[src/rtl/idu_pkg.sv]
// Shared decode-stage types: opcode map, operand selects, control word and the
// decoded bundle carried through the FIFO (pc/imm held at the widest XLEN).
package idu_pkg;

    localparam int XLEN_MAX = 64;

    localparam logic [6:0] OP_LUI    = 7'b0110111;
    localparam logic [6:0] OP_AUIPC  = 7'b0010111;
    localparam logic [6:0] OP_JAL    = 7'b1101111;
    localparam logic [6:0] OP_JALR   = 7'b1100111;
    localparam logic [6:0] OP_BRANCH = 7'b1100011;
    localparam logic [6:0] OP_LOAD   = 7'b0000011;
    localparam logic [6:0] OP_STORE  = 7'b0100011;
    localparam logic [6:0] OP_IMM    = 7'b0010011;
    localparam logic [6:0] OP_OP     = 7'b0110011;
    localparam logic [6:0] OP_SYSTEM = 7'b1110011;

    localparam logic [31:0] INST_ECALL  = 32'h0000_0073;
    localparam logic [31:0] INST_EBREAK = 32'h0010_0073;
    localparam logic [31:0] INST_MRET   = 32'h3020_0073;

    typedef enum logic [1:0] {
        OP1_ZERO = 2'd0,
        OP1_PC   = 2'd1,
        OP1_RS1  = 2'd2
    } sel_op1_e;

    typedef enum logic [1:0] {
        OP2_RS2 = 2'd0,
        OP2_IMM = 2'd1
    } sel_op2_e;

    typedef struct packed {
        logic reg_write;
        logic pc_write;
        logic mem_read;
        logic mem_write;
        logic is_csr;
        logic is_ecall;
        logic is_mret;
        logic is_ebreak;
        logic jump;
        logic branch;
    } ctrl_t;

    typedef struct packed {
        logic [XLEN_MAX-1:0] pc;
        logic [4:0]          rs1;
        logic [4:0]          rs2;
        logic [4:0]          rd;
        logic [XLEN_MAX-1:0] imm;
        logic [6:0]          opcode;
        logic [2:0]          func3;
        logic [6:0]          func7;
        sel_op1_e            sel_op1;
        sel_op2_e            sel_op2;
        ctrl_t               ctrl;
        logic [2:0]          csr_waddr;
        logic                illegal;
    } dec_bundle_t;

    function automatic logic reg_ok(input logic [4:0] idx, input int nr);
        return {27'd0, idx} < 32'(nr);
    endfunction

endpackage

[src/rtl/idu_decoder.sv]
// Combinational RV32 decoder: raw instruction -> dec_bundle_t, zero latency,
// no handshake. Immediates are sign-extended to 64 bits; the caller truncates.
module idu_decoder import idu_pkg::*; #(
    parameter int NR_REG = 32
) (
    input  logic [31:0]         inst,
    input  logic [XLEN_MAX-1:0] pc,
    output dec_bundle_t         dec
);

    logic [XLEN_MAX-1:0] imm_i, imm_s, imm_b, imm_u, imm_j;
    logic [6:0] opcode;
    logic [2:0] func3;
    logic       use_rd, use_rs1, use_rs2, op_ok, illegal;
    ctrl_t      c;

    assign opcode = inst[6:0];
    assign func3  = inst[14:12];
    assign imm_i  = {{52{inst[31]}}, inst[31:20]};
    assign imm_s  = {{52{inst[31]}}, inst[31:25], inst[11:7]};
    assign imm_b  = {{51{inst[31]}}, inst[31], inst[7], inst[30:25], inst[11:8], 1'b0};
    assign imm_u  = {{32{inst[31]}}, inst[31:12], 12'd0};
    assign imm_j  = {{43{inst[31]}}, inst[31], inst[19:12], inst[20], inst[30:21], 1'b0};

    always_comb begin
        dec       = '0;
        c         = '0;
        use_rd    = 1'b0;
        use_rs1   = 1'b0;
        use_rs2   = 1'b0;
        op_ok     = 1'b1;
        dec.pc        = pc;
        dec.rs1       = inst[19:15];
        dec.rs2       = inst[24:20];
        dec.rd        = inst[11:7];
        dec.opcode    = opcode;
        dec.func3     = func3;
        dec.func7     = inst[31:25];
        dec.csr_waddr = inst[22:20];
        dec.sel_op1   = OP1_ZERO;
        dec.sel_op2   = OP2_RS2;
        case (opcode)
            OP_LUI: begin
                dec.imm = imm_u; dec.sel_op2 = OP2_IMM;
                c.reg_write = 1'b1; use_rd = 1'b1;
            end
            OP_AUIPC: begin
                dec.imm = imm_u; dec.sel_op1 = OP1_PC; dec.sel_op2 = OP2_IMM;
                c.reg_write = 1'b1; use_rd = 1'b1;
            end
            OP_JAL: begin
                dec.imm = imm_j; dec.sel_op1 = OP1_PC; dec.sel_op2 = OP2_IMM;
                c.reg_write = 1'b1; c.jump = 1'b1; use_rd = 1'b1;
            end
            OP_JALR: begin
                dec.imm = imm_i; dec.sel_op1 = OP1_RS1; dec.sel_op2 = OP2_IMM;
                c.reg_write = 1'b1; c.jump = 1'b1; use_rd = 1'b1; use_rs1 = 1'b1;
            end
            OP_BRANCH: begin
                dec.imm = imm_b; dec.sel_op1 = OP1_RS1;
                c.branch = 1'b1; use_rs1 = 1'b1; use_rs2 = 1'b1;
            end
            OP_LOAD: begin
                dec.imm = imm_i; dec.sel_op1 = OP1_RS1; dec.sel_op2 = OP2_IMM;
                c.reg_write = 1'b1; c.mem_read = 1'b1; use_rd = 1'b1; use_rs1 = 1'b1;
            end
            OP_STORE: begin
                dec.imm = imm_s; dec.sel_op1 = OP1_RS1; dec.sel_op2 = OP2_IMM;
                c.mem_write = 1'b1; use_rs1 = 1'b1; use_rs2 = 1'b1;
            end
            OP_IMM: begin
                dec.imm = imm_i; dec.sel_op1 = OP1_RS1; dec.sel_op2 = OP2_IMM;
                c.reg_write = 1'b1; use_rd = 1'b1; use_rs1 = 1'b1;
            end
            OP_OP: begin
                dec.sel_op1 = OP1_RS1;
                c.reg_write = 1'b1; use_rd = 1'b1; use_rs1 = 1'b1; use_rs2 = 1'b1;
            end
            OP_SYSTEM: begin
                dec.sel_op1 = OP1_RS1;
                c.is_ecall  = (inst == INST_ECALL);
                c.is_ebreak = (inst == INST_EBREAK);
                c.is_mret   = (inst == INST_MRET);
                if (func3 != 3'd0) begin
                    // func3[2] set means the rs1 field is a zimm, not a register
                    c.is_csr = 1'b1; c.reg_write = 1'b1;
                    use_rd = 1'b1; use_rs1 = ~func3[2];
                end
            end
            default: op_ok = 1'b0;
        endcase

        illegal = (inst[1:0] != 2'b11) | ~op_ok
                | (use_rd  & ~reg_ok(inst[11:7],  NR_REG))
                | (use_rs1 & ~reg_ok(inst[19:15], NR_REG))
                | (use_rs2 & ~reg_ok(inst[24:20], NR_REG));

        if (inst[11:7] == 5'd0) c.reg_write = 1'b0;
        if (illegal) begin
            c.reg_write = 1'b0;
            c.mem_read  = 1'b0;
            c.mem_write = 1'b0;
        end
        c.pc_write  = (c.jump | c.branch) & ~illegal;
        dec.ctrl    = c;
        dec.illegal = illegal;
    end

endmodule

[src/rtl/idu_pipe.sv]
// Decode stage: decodes on accept, buffers bundles in a DEPTH-entry FIFO; 1-cycle latency to head.
// in_ready drops when full (no bypass), flushing or in reset. IDU_PERF_EN adds perf counters.
module idu_pipe import idu_pkg::*; #(
    parameter int XLEN   = 32,
    parameter int NR_REG = 32,
    parameter int DEPTH  = 2
) (
    input  logic            clk,
    input  logic            rst,
`ifdef IDU_PERF_EN
    output logic [31:0]     perf_decoded,
    output logic [31:0]     perf_illegal,
`endif
    input  logic            in_valid,
    output logic            in_ready,
    input  logic [31:0]     in_inst,
    input  logic [XLEN-1:0] in_pc,
    input  logic            flush,
    output logic            out_valid,
    input  logic            out_ready,
    output logic [XLEN-1:0] out_pc,
    output logic [4:0]      out_rs1,
    output logic [4:0]      out_rs2,
    output logic [4:0]      out_rd,
    output logic [XLEN-1:0] out_imm,
    output logic [6:0]      out_opcode,
    output logic [2:0]      out_func3,
    output logic [6:0]      out_func7,
    output logic [1:0]      out_sel_op1,
    output logic [1:0]      out_sel_op2,
    output logic [9:0]      out_ctrl,
    output logic [2:0]      out_csr_waddr,
    output logic            out_illegal
);

    localparam int CW = $clog2(DEPTH + 1);
    localparam int PW = (DEPTH > 1) ? $clog2(DEPTH) : 1;

    dec_bundle_t dec, head, out_b;
    dec_bundle_t mem_q [DEPTH];
    dec_bundle_t mem_d [DEPTH];
    logic [CW-1:0] count_q, count_d;
    logic [PW-1:0] wr_ptr_q, wr_ptr_d, rd_ptr_q, rd_ptr_d;
    logic in_fire, out_fire;
    logic unused_bits;

    idu_decoder #(.NR_REG(NR_REG)) u_dec (
        .inst (in_inst),
        .pc   (XLEN_MAX'(in_pc)),
        .dec  (dec)
    );

    function automatic logic [PW-1:0] ptr_inc(input logic [PW-1:0] p);
        return (p == PW'(DEPTH - 1)) ? '0 : p + PW'(1);
    endfunction

    assign in_ready  = ~rst & ~flush & (count_q < CW'(DEPTH));
    assign out_valid = ~rst & (count_q != '0);
    assign in_fire   = in_valid & in_ready;
    assign out_fire  = out_valid & out_ready;

    always_comb begin
        count_d  = count_q;
        wr_ptr_d = wr_ptr_q;
        rd_ptr_d = rd_ptr_q;
        mem_d    = mem_q;
        if (flush) begin
            count_d  = '0;
            wr_ptr_d = '0;
            rd_ptr_d = '0;
        end else begin
            if (in_fire) begin
                mem_d[wr_ptr_q] = dec;
                wr_ptr_d        = ptr_inc(wr_ptr_q);
            end
            if (out_fire) rd_ptr_d = ptr_inc(rd_ptr_q);
            case ({in_fire, out_fire})
                2'b10:   count_d = count_q + CW'(1);
                2'b01:   count_d = count_q - CW'(1);
                default: count_d = count_q;
            endcase
        end
    end

    always_ff @(posedge clk) begin
        if (rst) begin
            count_q  <= '0;
            wr_ptr_q <= '0;
            rd_ptr_q <= '0;
        end else begin
            count_q  <= count_d;
            wr_ptr_q <= wr_ptr_d;
            rd_ptr_q <= rd_ptr_d;
        end
    end

    // Payload needs no reset: nothing leaves the FIFO unless count_q says it is valid
    always_ff @(posedge clk) begin
        mem_q <= mem_d;
    end

    assign head  = mem_q[rd_ptr_q];
    assign out_b = out_valid ? head : '0;

    assign out_pc        = out_b.pc[XLEN-1:0];
    assign out_rs1       = out_b.rs1;
    assign out_rs2       = out_b.rs2;
    assign out_rd        = out_b.rd;
    assign out_imm       = out_b.imm[XLEN-1:0];
    assign out_opcode    = out_b.opcode;
    assign out_func3     = out_b.func3;
    assign out_func7     = out_b.func7;
    assign out_sel_op1   = out_b.sel_op1;
    assign out_sel_op2   = out_b.sel_op2;
    assign out_ctrl      = out_b.ctrl;
    assign out_csr_waddr = out_b.csr_waddr;
    assign out_illegal   = out_b.illegal;

    // Upper pc/imm halves are dead when XLEN < 64
    assign unused_bits = ^{out_b.pc, out_b.imm};

`ifdef IDU_PERF_EN
    logic [31:0] perf_decoded_q, perf_decoded_d, perf_illegal_q, perf_illegal_d;

    always_comb begin
        perf_decoded_d = perf_decoded_q + {31'd0, in_fire};
        perf_illegal_d = perf_illegal_q + {31'd0, in_fire & dec.illegal};
    end

    always_ff @(posedge clk) begin
        if (rst) begin
            perf_decoded_q <= '0;
            perf_illegal_q <= '0;
        end else begin
            perf_decoded_q <= perf_decoded_d;
            perf_illegal_q <= perf_illegal_d;
        end
    end

    assign perf_decoded = perf_decoded_q;
    assign perf_illegal = perf_illegal_q;
`endif

endmodule

[config.mk]
export PLATFORM = sky130hd
export DESIGN_NAME = idu_pipe
export DESIGN_NICKNAME = d
export VERILOG_FILES = /design/src/rtl/idu_pkg.sv /design/src/rtl/idu_decoder.sv /design/src/rtl/idu_pipe.sv
export SDC_FILE = /design/constraint.sdc
export NUM_CORES = 1
export LEC_CHECK = 0
export ABC_AREA = 1
export BUFFER_PORTS_ARGS = -buffer_cell sky130_fd_sc_hd__buf_2
export CAP_MARGIN = 20
export CORE_UTILIZATION = 57
export CTS_CLUSTER_DIAMETER = 50
export DETAILED_ROUTE_END_ITERATION = 16
export GPL_TIMING_DRIVEN = 0
export PLACE_DENSITY_LB_ADDON = 0.2
export SYNTH_ARGS = -nofsm -noshare
export SYNTH_HDL_FRONTEND = slang
export SYNTH_HIERARCHICAL = 1
export SYNTH_SLANG_ARGS = --single-unit
[constraint.sdc]
create_clock -name clk -period 8.4 [get_ports clk]
set_input_delay 0.42 -clock clk [delete_from_list [all_inputs] [get_ports clk]]
set_output_delay 0.42 -clock clk [all_outputs]
set_load 0.01 [all_outputs]
== Word-level counts from Yosys, hierarchy flattened ==
Cells that the tools add are included.

* Register bits: 360
* Output and inout port bits: 116
* Input port bits: 69
* Logic and storage cells: 124

* Reduce and logical (&&, ||, !) cells: 15
* Bitwise logic cells: 14
* Mux-type cells: 24
* Order comparisons: 4
* Equal/unequal tests: 16
* Add/sub/neg operators: 4

{| class="wikitable"
|+ Operators by type and width
! operator !! number
|-
| $mux W146 || 4
|-
| $bwmux W356 || 1
|-
| $pmux W64 S5 || 1
|-
| $demux W178 S1 || 1
|-
| $mux W178 || 1
|-
| $eq A32 B21 Y1 const B || 1
|-
| $eq A32 B30 Y1 const B || 1
|-
| $eq A32 B7 Y1 const B || 1
|-
| $eq A7 B7 Y1 const B || 4
|-
| $eq A7 B6 Y1 const B || 3
|-
| $reduce_or A7 Y1 || 3
|-
| $eq A7 B5 Y1 const B || 2
|-
| $mux W1 || 11
|-
| $reduce_or A10 Y1 || 1
|-
| $pmux W2 S2 || 2
|-
| $reduce_or A2 Y1 || 4
|-
| $eq A7 B2 Y1 const B || 1
|-
| $and A1 B1 Y1 || 6
|-
| $logic_not A5 Y1 || 1
|-
| $ge A2 B2 Y1 const B || 2
|-
| $mux W4 || 1
|-
| $not A1 Y1 || 4
|-
| $not A1 Y2 || 2
|-
| $reduce_bool A2 Y1 || 2
|-
| other kinds (15) || 17
|}

== Longest topological paths before layout ==
* Depth in word-level cells: 8
* Depth in mapped cells: 11
* Depth with buffers taken out: 11

== Hierarchy ==
The synthesis kept the hierarchy.

{| class="wikitable"
|+ Modules (own cells, without submodules)
! module !! times used !! area each (um2) !! sequential area each (um2) !! cells an instance
|-
| idu_pipe || 1 || 9426.5 || 6926.6 || 875
|-
| idu_decoder || 1 || 2023.2 || 0.0 || 327
|}

== Least setup slack after synthesis ==
Ideal clock, no wire load.

* Path kind: in2reg
* Start point: input port rst
* End point: register mem_q[178] (netlist name), enable pin
* Slack: 2.281 ns
* Stages on the path: 3
* Required time: 7.811 ns
* Data arrival time: 5.531 ns
* Buffers on the path: 0
* Setup time: 0.589 ns
* Path through: nor2_1 nand3_1 nor2_1

* Cells in the longest elaborated chain, start to end: 5

{| class="wikitable"
|+ RTL lines
! item !! line !! RTL
|-
| from (decl) || idu_pipe.sv:9 || <nowiki>input logic rst,</nowiki>
|-
| $not A1 Y1 || idu_pipe.sv:57 || <nowiki>assign in_ready = ~rst & ~flush & (count_q < CW'(DEPTH));</nowiki>
|-
| $and A1 B1 Y1 (2 in a row) || idu_pipe.sv:57 ||
|-
| $and A1 B1 Y1 || idu_pipe.sv:59 || <nowiki>assign in_fire = in_valid & in_ready;</nowiki>
|-
| $reduce_and A2 Y1 (no source line) || - ||
|-
| to (signal assigned) || idu_pipe.sv:99 || <nowiki>mem_q <= mem_d;</nowiki>
|-
| to (decl) || idu_pipe.sv:40 || <nowiki>dec_bundle_t mem_q [DEPTH];</nowiki>
|}

Every way passes these cells.
A chain may end at the register's enable or synchronous reset.

== Final worst setup path ==
* Start point: register rd_ptr_q
* End point: output port out_imm[20]

* Cells in the longest elaborated chain, start to end: 5

{| class="wikitable"
|+ RTL lines
! item !! line !! RTL
|-
| from (decl) || idu_pipe.sv:43 || <nowiki>logic [PW-1:0] wr_ptr_q, wr_ptr_d, rd_ptr_q, rd_ptr_d;</nowiki>
|-
| from (signal assigned) || idu_pipe.sv:93 || <nowiki>rd_ptr_q <= rd_ptr_d;</nowiki>
|-
| $not A1 Y2 (not written as such) || idu_pipe.sv:102 || <nowiki>assign head = mem_q[rd_ptr_q];</nowiki>
|-
| $mux W146 (not written as such) (3 in a row) || idu_pipe.sv:102 ||
|-
| $mux W146 || idu_pipe.sv:103 || <nowiki>assign out_b = out_valid ? head : '0;</nowiki>
|-
| to (decl) || idu_pipe.sv:25 || <nowiki>output logic [XLEN-1:0] out_imm,</nowiki>
|}

Every way passes these cells. The select of a mux whose other input is x is not followed.

==> impl_results.md <==
* Critical path startpoint category: flop
* Vias post-DR at 7683
* Total inserted antenna cells at 0
* Number of gates on the worst path with buffers counted at 8
* First-pass GRT wire length at 36100 µm
* Crit path buffers/inverters at 5
* Minimum clock period after layout at 2.50 ns
* Slew at the pin closest to its max-slew limit at 0.800 ns
* Die area at 19800 µm²
* Hold Crit Class: primary input to flop
* Worst-path fanout max at 10
* Port Buffer Count at 152
* Total count of hold-check failures in the final report at 0
* Initial antenna violation count at 0
* Hpwl dp at 15800 µm
* Fraction of layout instances using a drive strength above 1 at 25.9%
* CP top delay family: buffers and inverters
* Cells after Synth at 1137
* Remaining design rule violation count at 0
* Number of H-tree levels at 1
* Unrepaired setup endpoints after global routing: false
* Area grow syn2layout at 18.8%
* Average footprint of a synthesized cell at 9.64 µm²
* Hold buffers post-CTS at 0
* Total number of clock tree sinks at 232
* Setup crit end: out_imm[20]
* Critical Path Most Common Cell: sky130_fd_sc_hd__nand2_1
* Minimum setup slack among reg-to-reg paths at 6.22 ns
* Leading cell type in the layout, fill and taps excluded: sky130_fd_sc_hd__nand2_1
* Die Y at 141 µm
* Clock transition at the registers of the reported paths at 0.06 ns
* Source-to-sink clock delay at the later pin of the worst-skew pair at 0.53 ns
* Pin count of the biggest net entering global routing at 64
* R2R Path Start: count_q[1]
* Net Count, Synth at 1207
* Slowest stage cell, crit path: sky130_fd_sc_hd__clkbuf_1
* Post-detailed-route wirelength per cell at 14.8 µm
* Number of ports placed on the die boundary at 185
* Reg-to-reg endpoint: mem_q[301]
* Most frequent cells in the layout: sky130_fd_sc_hd__nand2_1, sky130_fd_sc_hd__edfxtp_1, sky130_fd_sc_hd__buf_2
* Hold_ws at 0.0786 ns
* FF-to-FF path depth at 5
* Relative max-transition margin at 46.6%
* Total count of max-transition violations in the final report at 0
* Area of the core at 18800 µm²
* Total grt overflow at 0
* CTS Buffer Depth at 3
* Vias in the first global route at 7181
* Overall routing resource usage at 23.6%
* Sequential cell area at 6930 µm²
* Maximum achievable frequency at 400 MHz
* Crit path cell chain: buf_4 -> buf_6 -> clkbuf_1 -> nand2_1 -> nand2_1 -> nand2_1 -> inv_1 -> buf_2
* Die boundary width at 141 µm
* Final net count at 1391
* Final setup viols at 0
* Area of combinational cells with multiple inputs at 2670 µm²
* Maximum Capacitance Violations at 0
* Floorplan row count at 50
* Count of antenna-violating nets left after detailed routing at 0
* # Post-CTS Setup Buffers at 0
* Overall power consumption at 2580 µW
* Cell area after technology mapping at 11000 µm²
* Final Cycle Share at 29.8%
* Clock skew after layout at 0.00696 ns
* Crit path required time at 7.98 ns
* Worst setup path startpoint: rd_ptr_q
* Category of the most critical setup path: flop to output pin
* DR pass1 iterations at 6
* Initial Util at 58.4%
* Lkg Pwr at 0.00685 µW
* Fill count at 1396
* Worst-case vdd ir drop at 0.165 mV
* Via/cell ratio at 4.88
* Critical path capture point type: output pin
* Starting DRT DRC Count at 380
* Crit-path max cell delay at 0.42 ns
* Pwr Density at 198 nW/µm²
* Final WL at 23200 µm
* Clock buffer count from CTS at 26
* Placer Congestion at 0.828
* CTS tree: done
* CTS root buf: sky130_fd_sc_hd__clkbuf_16
* Status: completed
* Final core utilization at 69.4%
* Number of warnings printed during yosys synthesis at 6
* Signal arrival time at the worst endpoint at 2.08 ns
* Post-cts repair resize count at 0
==> how the worst min path moves through the flow <==
stage,start,to,slack [ns],depth (start not counted)
2_1_floorplan,count_q[0],count_q[0],0.45,1
3_3_place_gp,count_q[0],count_q[0],0.48,1
3_5_place_dp,count_q[0],count_q[0],0.49,1
4_1_cts,in_pc[11],mem_q[125],0.06,1
5_1_grt,in_pc[26],mem_q[140],0.06,1
6_report,in_pc[11],mem_q[125],0.08,1
==> layout make-up <==
| cell class | count | area share (%) |
|---|---|---|
| buffer | 112 | 5.96 |
| clock buffer | 28 | 5.05 |
| clock inverter | 19 | 1.92 |
| inverter | 161 | 4.68 |
| multi-input combinational | 632 | 20.5 |
| sequential | 232 | 53.2 |
| tap | 234 | 2.25 |
| timing repair buffer | 156 | 6.51 |
==> sequential cells by signal, indices dropped and copies added (netlist names) <==
name	cells
mem_q	228
count_q	2
rd_ptr_q	1
wr_ptr_q	1
==> metal layers <==
| layer | GRT usage, % | part of all wire, % | vias up |
|---|---|---|---|
| met4 | 8.47 | 3.1 | 0 |
| li1 | - | - | 3846 |
| met5 | 0 | 0 | - |
| met2 | 40.0 | 48 | 262 |
| met3 | 3.84 | 6.5 | 49 |
| met1 | 30.8 | 42 | 3526 |
==> where the power goes <==
group / internal (µW) / switching (µW)
Sequential: 1280 / 3.40
Clock: 726 / 452
Combinational: 44.5 / 65.8
==> metrics by stage <==
| stage | worst slack (ns) | cell area (µm²) | setup TNS [ns] | cells |
|---|---|---|---|---|
| floorplan | 2.28 | 11000 | 0 | 1137 |
| global placement | -0.661 | 12000 | -74.30 | 1523 |
| detailed placement | 5.80 | 12100 | 0 | 1527 |
| CTS | 5.88 | 13000 | 0 | 1574 |
| global route | 5.75 | 13000 | 0 | 1574 |
| finish | 5.90 | 13000 | 0 | 1574 |
==> worst reg2reg max path, delay by kind of cell (launching register included) <==
kind	cells	cell delay, ns
buffers and inverters	3	0.66
flip-flops	1	0.31
AND/OR/NAND/NOR	2	0.88
No activity file was read; power rests on OpenSTA's default activity.
